<file path="config.mk">
export PLATFORM = sky130hd
export DESIGN_NAME = mem_port_arbiter_flat
export DESIGN_NICKNAME = d
export VERILOG_FILES = /design/src/rtl/mem_port_arbiter_if.sv /design/src/rtl/mem_port_arbiter.sv /design/src/flat_wrapper.sv
export SDC_FILE = /design/constraint.sdc
export NUM_CORES = 1
export LEC_CHECK = 0
export CAP_MARGIN = 20
export CORE_MARGIN = 10
export CORE_UTILIZATION = 16
export DETAILED_ROUTE_END_ITERATION = 8
export GPL_ROUTABILITY_DRIVEN = 1
export GPL_TIMING_DRIVEN = 0
export HOLD_SLACK_MARGIN = 0.1
export PLACE_DENSITY = 0.77
export SLEW_MARGIN = 40
export SYNTH_ARGS = -nofsm -noshare
export SYNTH_HDL_FRONTEND = slang
export SYNTH_SLANG_ARGS = --single-unit
</file>
<file path="constraint.sdc">
create_clock -name clk -period 1.1 [get_ports clk]
set_input_delay 0.22 -clock clk [delete_from_list [all_inputs] [get_ports clk]]
set_output_delay 0.22 -clock clk [all_outputs]
set_load 0.02 [all_outputs]
</file>
<file path="src/rtl/mem_port_arbiter_if.sv">
// Bundles the fetch port, load/store port and memory-array side of the
// unified memory arbiter; "slave" is the arbiter's view.
interface mem_port_arbiter_if #(
    parameter int ADDR_W = 32,
    parameter int DATA_W = 32
);
    logic              i_req;
    logic [ADDR_W-1:0] i_addr;
    logic              i_kill;
    logic              i_gnt;
    logic              i_rvalid;
    logic [DATA_W-1:0] i_rdata;
    logic              stall_if;

    logic              d_req;
    logic              d_we;
    logic [ADDR_W-1:0] d_addr;
    logic [DATA_W-1:0] d_wdata;
    logic              d_gnt;
    logic              d_rvalid;
    logic [DATA_W-1:0] d_rdata;
    logic              stall_mem;

    logic              mem_en;
    logic              mem_we;
    logic [ADDR_W-1:0] mem_addr;
    logic [DATA_W-1:0] mem_wdata;
    logic [DATA_W-1:0] mem_rdata;

    modport master (
        output i_req, i_addr, i_kill,
        output d_req, d_we, d_addr, d_wdata,
        output mem_rdata,
        input  i_gnt, i_rvalid, i_rdata, stall_if,
        input  d_gnt, d_rvalid, d_rdata, stall_mem,
        input  mem_en, mem_we, mem_addr, mem_wdata
    );

    modport slave (
        input  i_req, i_addr, i_kill,
        input  d_req, d_we, d_addr, d_wdata,
        input  mem_rdata,
        output i_gnt, i_rvalid, i_rdata, stall_if,
        output d_gnt, d_rvalid, d_rdata, stall_mem,
        output mem_en, mem_we, mem_addr, mem_wdata
    );
endinterface

</file>
<file path="src/rtl/mem_port_arbiter.sv">
// Single-port memory arbiter between IF fetch and MEM load/store; data wins by default.
// Optional fetch anti-starvation counter enabled by defining MEMARB_ANTISTARVE_EN.
//
//   respQ    | meaning
//   RespNone | no read data returns this cycle
//   RespIf   | mem_rdata belongs to the fetch port
//   RespMem  | mem_rdata belongs to the load port
module mem_port_arbiter #(
    parameter int ADDR_W     = 32,
    parameter int DATA_W     = 32,
    parameter int STARVE_MAX = 3
) (
    input  logic              clk,
    input  logic              reset,
    mem_port_arbiter_if.slave bus
);
    typedef enum logic [1:0] {
        RespNone = 2'd0,
        RespIf   = 2'd1,
        RespMem  = 2'd2
    } respState_t;

    respState_t respQ;
    logic       iGnt;
    logic       dGnt;
    logic       forceFetch;

    if (STARVE_MAX < 1 || STARVE_MAX > 15) begin : gBadStarveMax
        $error("mem_port_arbiter: STARVE_MAX must be within 1..15");
    end

`ifdef MEMARB_ANTISTARVE_EN
    localparam logic [3:0] StarveLimit = 4'(STARVE_MAX);
    logic [3:0] starveQ;

    // Counts consecutive cycles a fetch has been waiting; saturates at 15.
    always_ff @(posedge clk) begin
        if (reset) begin
            starveQ <= '0;
        end else if (iGnt || !bus.i_req) begin
            starveQ <= '0;
        end else if (starveQ != 4'hF) begin
            starveQ <= starveQ + 4'd1;
        end
    end

    assign forceFetch = bus.i_req && (starveQ >= StarveLimit);
`else
    assign forceFetch = 1'b0;
`endif

    always_comb begin
        iGnt = 1'b0;
        dGnt = 1'b0;
        if (!reset) begin
            if (bus.d_req && !forceFetch) begin
                dGnt = 1'b1;
            end else if (bus.i_req) begin
                iGnt = 1'b1;
            end
        end
    end

    // A read granted while reset is high must never come back as valid.
    always_ff @(posedge clk) begin
        if (reset) begin
            respQ <= RespNone;
        end else if (iGnt) begin
            respQ <= RespIf;
        end else if (dGnt && !bus.d_we) begin
            respQ <= RespMem;
        end else begin
            respQ <= RespNone;
        end
    end

    assign bus.i_gnt     = iGnt;
    assign bus.d_gnt     = dGnt;
    assign bus.stall_if  = bus.i_req && !iGnt && !reset;
    assign bus.stall_mem = bus.d_req && !dGnt && !reset;

    assign bus.mem_en    = iGnt || dGnt;
    assign bus.mem_we    = dGnt && bus.d_we;
    assign bus.mem_addr  = dGnt ? bus.d_addr : (iGnt ? bus.i_addr : '0);
    assign bus.mem_wdata = dGnt ? bus.d_wdata : '0;

    assign bus.i_rvalid  = (respQ == RespIf) && !bus.i_kill;
    assign bus.d_rvalid  = (respQ == RespMem);
    assign bus.i_rdata   = bus.i_rvalid ? bus.mem_rdata : '0;
    assign bus.d_rdata   = bus.d_rvalid ? bus.mem_rdata : '0;
endmodule

</file>
<file path="src/flat_wrapper.sv">
// flat-port wrapper written by rule: the top's interface ports become plain ports
module mem_port_arbiter_flat 
#(
    parameter int ADDR_W     = 32,
    parameter int DATA_W     = 32,
    parameter int STARVE_MAX = 3
)
  (clk, reset, bus_i_req, bus_i_addr, bus_i_kill, bus_d_req, bus_d_we, bus_d_addr, bus_d_wdata, bus_mem_rdata, bus_i_gnt, bus_i_rvalid, bus_i_rdata, bus_stall_if, bus_d_gnt, bus_d_rvalid, bus_d_rdata, bus_stall_mem, bus_mem_en, bus_mem_we, bus_mem_addr, bus_mem_wdata);
  mem_port_arbiter_if #(.ADDR_W(ADDR_W), .DATA_W(DATA_W)) bus_i ();
  input  logic clk;
  input  logic reset;
  input wire logic [$bits(bus_i.i_req)-1:0] bus_i_req;
  input wire logic [$bits(bus_i.i_addr)-1:0] bus_i_addr;
  input wire logic [$bits(bus_i.i_kill)-1:0] bus_i_kill;
  input wire logic [$bits(bus_i.d_req)-1:0] bus_d_req;
  input wire logic [$bits(bus_i.d_we)-1:0] bus_d_we;
  input wire logic [$bits(bus_i.d_addr)-1:0] bus_d_addr;
  input wire logic [$bits(bus_i.d_wdata)-1:0] bus_d_wdata;
  input wire logic [$bits(bus_i.mem_rdata)-1:0] bus_mem_rdata;
  output wire logic [$bits(bus_i.i_gnt)-1:0] bus_i_gnt;
  output wire logic [$bits(bus_i.i_rvalid)-1:0] bus_i_rvalid;
  output wire logic [$bits(bus_i.i_rdata)-1:0] bus_i_rdata;
  output wire logic [$bits(bus_i.stall_if)-1:0] bus_stall_if;
  output wire logic [$bits(bus_i.d_gnt)-1:0] bus_d_gnt;
  output wire logic [$bits(bus_i.d_rvalid)-1:0] bus_d_rvalid;
  output wire logic [$bits(bus_i.d_rdata)-1:0] bus_d_rdata;
  output wire logic [$bits(bus_i.stall_mem)-1:0] bus_stall_mem;
  output wire logic [$bits(bus_i.mem_en)-1:0] bus_mem_en;
  output wire logic [$bits(bus_i.mem_we)-1:0] bus_mem_we;
  output wire logic [$bits(bus_i.mem_addr)-1:0] bus_mem_addr;
  output wire logic [$bits(bus_i.mem_wdata)-1:0] bus_mem_wdata;
  assign bus_i.i_req = bus_i_req;
  assign bus_i.i_addr = bus_i_addr;
  assign bus_i.i_kill = bus_i_kill;
  assign bus_i.d_req = bus_d_req;
  assign bus_i.d_we = bus_d_we;
  assign bus_i.d_addr = bus_d_addr;
  assign bus_i.d_wdata = bus_d_wdata;
  assign bus_i.mem_rdata = bus_mem_rdata;
  assign bus_i_gnt = bus_i.i_gnt;
  assign bus_i_rvalid = bus_i.i_rvalid;
  assign bus_i_rdata = bus_i.i_rdata;
  assign bus_stall_if = bus_i.stall_if;
  assign bus_d_gnt = bus_i.d_gnt;
  assign bus_d_rvalid = bus_i.d_rvalid;
  assign bus_d_rdata = bus_i.d_rdata;
  assign bus_stall_mem = bus_i.stall_mem;
  assign bus_mem_en = bus_i.mem_en;
  assign bus_mem_we = bus_i.mem_we;
  assign bus_mem_addr = bus_i.mem_addr;
  assign bus_mem_wdata = bus_i.mem_wdata;
  mem_port_arbiter #(.ADDR_W(ADDR_W), .DATA_W(DATA_W), .STARVE_MAX(STARVE_MAX)) u_core (.clk(clk), .reset(reset), .bus(bus_i));
endmodule
</file>
After elaboration in Yosys (flattened, before gate mapping):

Index checks and enable logic that the tools add are counted.

* muxes and demuxes: 12
* eq/ne operators: 2
* reduce and logical (&&, ||, !) cells: 14

Operators by type and width (number)
* $mux 32: 5
* $logic_and 1x1->1: 7
* $mux 1: 6
* $logic_not 1->1: 5
* $eq 2x1->1 const B: 1
* $eq 2x2->1 const B: 1
* $mux 2: 1
* $reduce_or 2->1: 1
* $logic_or 1x1->1: 1

* register bits: 2
* input bits: 134
* word-level logic and storage cells: 30
* output and inout bits: 136

Depth between registers and ports, before layout:

* depth in word-level cells: 6
* gate-level depth with buffers: 4

Worst setup path after synthesis:

No wires, ideal clock.

* path kind: reg2out
* from: register u_core.respQ[1]
* to: output port bus_i_rdata[22]
* stages on the path, launching flop included: 4
* setup slack: -0.182 ns
* data arrival time: 1.062 ns
* data required time: 0.880 ns
* path buffers: 1
* cells stage by stage: dfxtp_1 nor3b_2 buf_2 and2_1

* word-level cells in the longest chain between the ends: 3

RTL lines
* from (decl): line mem_port_arbiter.sv:23 `respState_t respQ;`
* from (signal assigned): line mem_port_arbiter.sv:67 `respQ <= RespNone;`
* from (signal assigned): line mem_port_arbiter.sv:69 `respQ <= RespIf;`
* from (signal assigned): line mem_port_arbiter.sv:71 `respQ <= RespMem;`
* $eq 2x1->1: line mem_port_arbiter.sv:87 `assign bus.i_rvalid = (respQ == RespIf) && !bus.i_kill;`
* $logic_and 1x1->1: line mem_port_arbiter.sv:87
* via bus_i_rvalid: line flat_wrapper.sv:21 `output wire logic [$bits(bus_i.i_rvalid)-1:0] bus_i_rvalid;`
* $mux 32: line mem_port_arbiter.sv:89 `assign bus.i_rdata = bus.i_rvalid ? bus.mem_rdata : '0;`
* to (decl): line flat_wrapper.sv:22 `output wire logic [$bits(bus_i.i_rdata)-1:0] bus_i_rdata;`

The timed path passes the listed nets, and every way through them passes these cells.

Final worst setup path:

* from: register u_core.respQ[0]
* to: output port bus_i_rdata[19]

* word-level cells in the longest chain between the ends: 3

RTL lines (line)
* $eq 2x1->1: mem_port_arbiter.sv:87
* $logic_and 1x1->1: mem_port_arbiter.sv:87
* $mux 32: mem_port_arbiter.sv:89

Every way passes these cells.

==> metrics <==
Routed WL 12.3 mm; HPWL after DPL 9.29 mm; Largest register FFs 2; num rows 31; initial antenna violation count 0; Max IR drop VDD about 0.22 mV; CP endpoint kind output pin; final core utilization 69.1%; Pleak 2.38 nW; MaxCap Viol Count 0; largest register by flop count u_core.respQ; number of global-route vias before repair between 2000 and 3000; Worst EP required slightly below 0.9 ns; RSZ-0062 raised after global routing yes; Final period util 136%; Post-Syn Area between 1000 and 1500 µm²; CTS Root Cell clkbuf_8; fraction of layout cells with a size suffix above 1 a little under 70%; Die Area 11100 µm²; Cell variety after synth 15; Worst Hold Slack between 0.4 and 0.5 ns; Overflow after GRT 0; final hold vios 0; f_max ~0.67 GHz; most frequent cells in the layout buf_6 (147), clkdlybuf4s50_1 (128), and2_4 (99), buf_8 (23), a32o_2 (23); Worst Path Class, Setup flop to output pin; Hold Crit Class input port to flop; setup ws final -0.400 ns; total number of vias approximately 2500; largest net degree at the start of global routing 11; Synth area leader and2_1; setup_tns -37.25 ns; status finished, violations left; register clock-pin slew on the reported worst setup and hold paths roughly 0.03 ns; clock share of power a little over an eighth; CP Data Arrival Time 1.28 ns; synthesized flop and latch total 2; I/O Buffers between 200 and 300; power density cells ~430 nW/µm²; Vias per Instance between 4 and 5; CTS H-tree lvls 1; Antenna Nets Post-Route 0; sw power just over 0.0007 W; Post-Syn Nets 297; WL/cell between 20 and 25 µm; violated checks negative setup slack; main area contributors after synthesis and2_1 (54%), a32o_1 (27%), buf_2 (3.4%), dfxtp_1 (3.4%), buf_6 (2.9%); synthesis-to-finish area growth 325%; Reg power frac around 3.8%; Final nets a little under 600; Synth top area share a little over half; pins over their slew limit 0; final setup fails 134; CTS tree built; most common cell after layout, fill and taps aside buf_6; post-synthesis sequential area ratio about 3.4%; Switching Share around a third; CP Launch Type flop; CTS max path bufs 2; Post-Synthesis Mean Instance Area about 7.2 µm²; Gate Count Post-Synth between 150 and 200; GRT Total Usage between 10% and 20%; largest fanout on the critical path 7; Sink Count 2; Ant. Diodes 0; initial core utilization 16.3%; starting DRC count in detailed routing 81; startpoint of the worst hold path bus_i_req; Die Y ~110 µm; gpl congestion between 0.8 and 0.9; Tmin final approximately 1.5 ns; Cell Int Power about 0.0014 W; CTS Buf Count 3; hold depth 3; Die W 105 µm; Yosys warnings 0; top flop regs u_core.respQ (2); non-filler cells, final between 500 and 600; IO Pins 270; Comb power frac just over 80%; core area between 7000 and 8000 µm²; Power Total ~0.0021 W; cts hold-fix bufs 0; Hold Path Sink u_core.respQ[0]$_SDFF_PP0_; Residual DRC 0; DR pass1 iterations 4; dpl cells approximately 530; first-pass GRT wire length ~18 mm
critical path: stages (launching register included):
cell and delay [ns]:
dfxtp_2 0.33, nor3b_4 0.18, buf_6 0.18, buf_8 0.13, and2_4 0.14, buf_6 0.11
cell families after synthesis:
group                  Yosys count  synth area share [%]
other                            1                 0.321
AND/OR/NAND/NOR                107                  58.1
flip-flops                       2                  3.43
buffers and inverters           21                  10.7
AO/OA/AOI/OAI                   32                  27.4
area by class of cell:
type,count,area (µm²)
buffer,18,225
clock buffer,3,41.3
fill,534,2210
multi-input combinational,141,1300
sequential,2,42.5
tap,99,124
timing repair buffer,295,3230
how the worst max path moves through the flow:
stage / start / depth (start not counted) / to / slack, ns
4_1_cts: u_core.respQ[1]$_SDFF_PP0_ / 5 / bus_i_rdata[15] / -0.42
5_1_grt: u_core.respQ[0]$_SDFF_PP0_ / 5 / bus_i_rdata[23] / -0.45
6_report: u_core.respQ[0]$_SDFF_PP0_ / 5 / bus_i_rdata[19] / -0.40
3_5_place_dp: reset / 5 / bus_mem_addr[22] / -1.29
3_3_place_gp: reset / 5 / bus_mem_addr[15] / -1.29
2_1_floorplan: u_core.respQ[1]$_SDFF_PP0_ / 3 / bus_i_rdata[10] / -0.06
per-stage QoR:
step	cell area, µm²	setup slack, ns
after CTS	4920	-0.423
after global routing	4960	-0.450
after floorplan	1360	-0.0596
after detailed placement	4160	-1.29
final	4960	-0.400
after global placement	4160	-1.29
power by group through the flow:
| stage | clock [W] | combinational, W | sequential, W |
|---|---|---|---|
| floorplan | 0 | 0.000533 | 0.0000790 |
| global placement | 0 | 0.00141 | 0.0000792 |
| detailed placement | 0 | 0.00143 | 0.0000792 |
| CTS | 0.000296 | 0.00173 | 0.0000801 |
| global route | 0.000300 | 0.00183 | 0.0000804 |
| finish | 0.000291 | 0.00176 | 0.0000800 |
routing by layer:
metal / routed length (µm) / track usage (%) / up-vias / part of all wire (%)
li1: - / - / 1163 / -
met5: 0 / 0 / - / 0
met3: 1460 / 9.44 / 14 / 12
met2: 6640 / 39.7 / 166 / 54
met1: 3920 / 17.2 / 1172 / 32
met4: 225 / 5.20 / 0 / 1.8
cell usage after synthesis, drive strengths merged:
cell type / count
nor3b: 1
nor2b: 2
and2b: 1
conb: 1
buf: 14
dfxtp: 2
nor2: 3
clkbuf: 7
and2: 100
a32o: 32
repair_timing:
item	in CTS	in global routing
resized for setup	916	59
hold endpoints to repair	0	0
setup endpoints to repair	137	135
gates cloned	15	0
pin swaps	68	24
setup buffers	14	8
No activity file was read; power rests on OpenSTA's default activity.
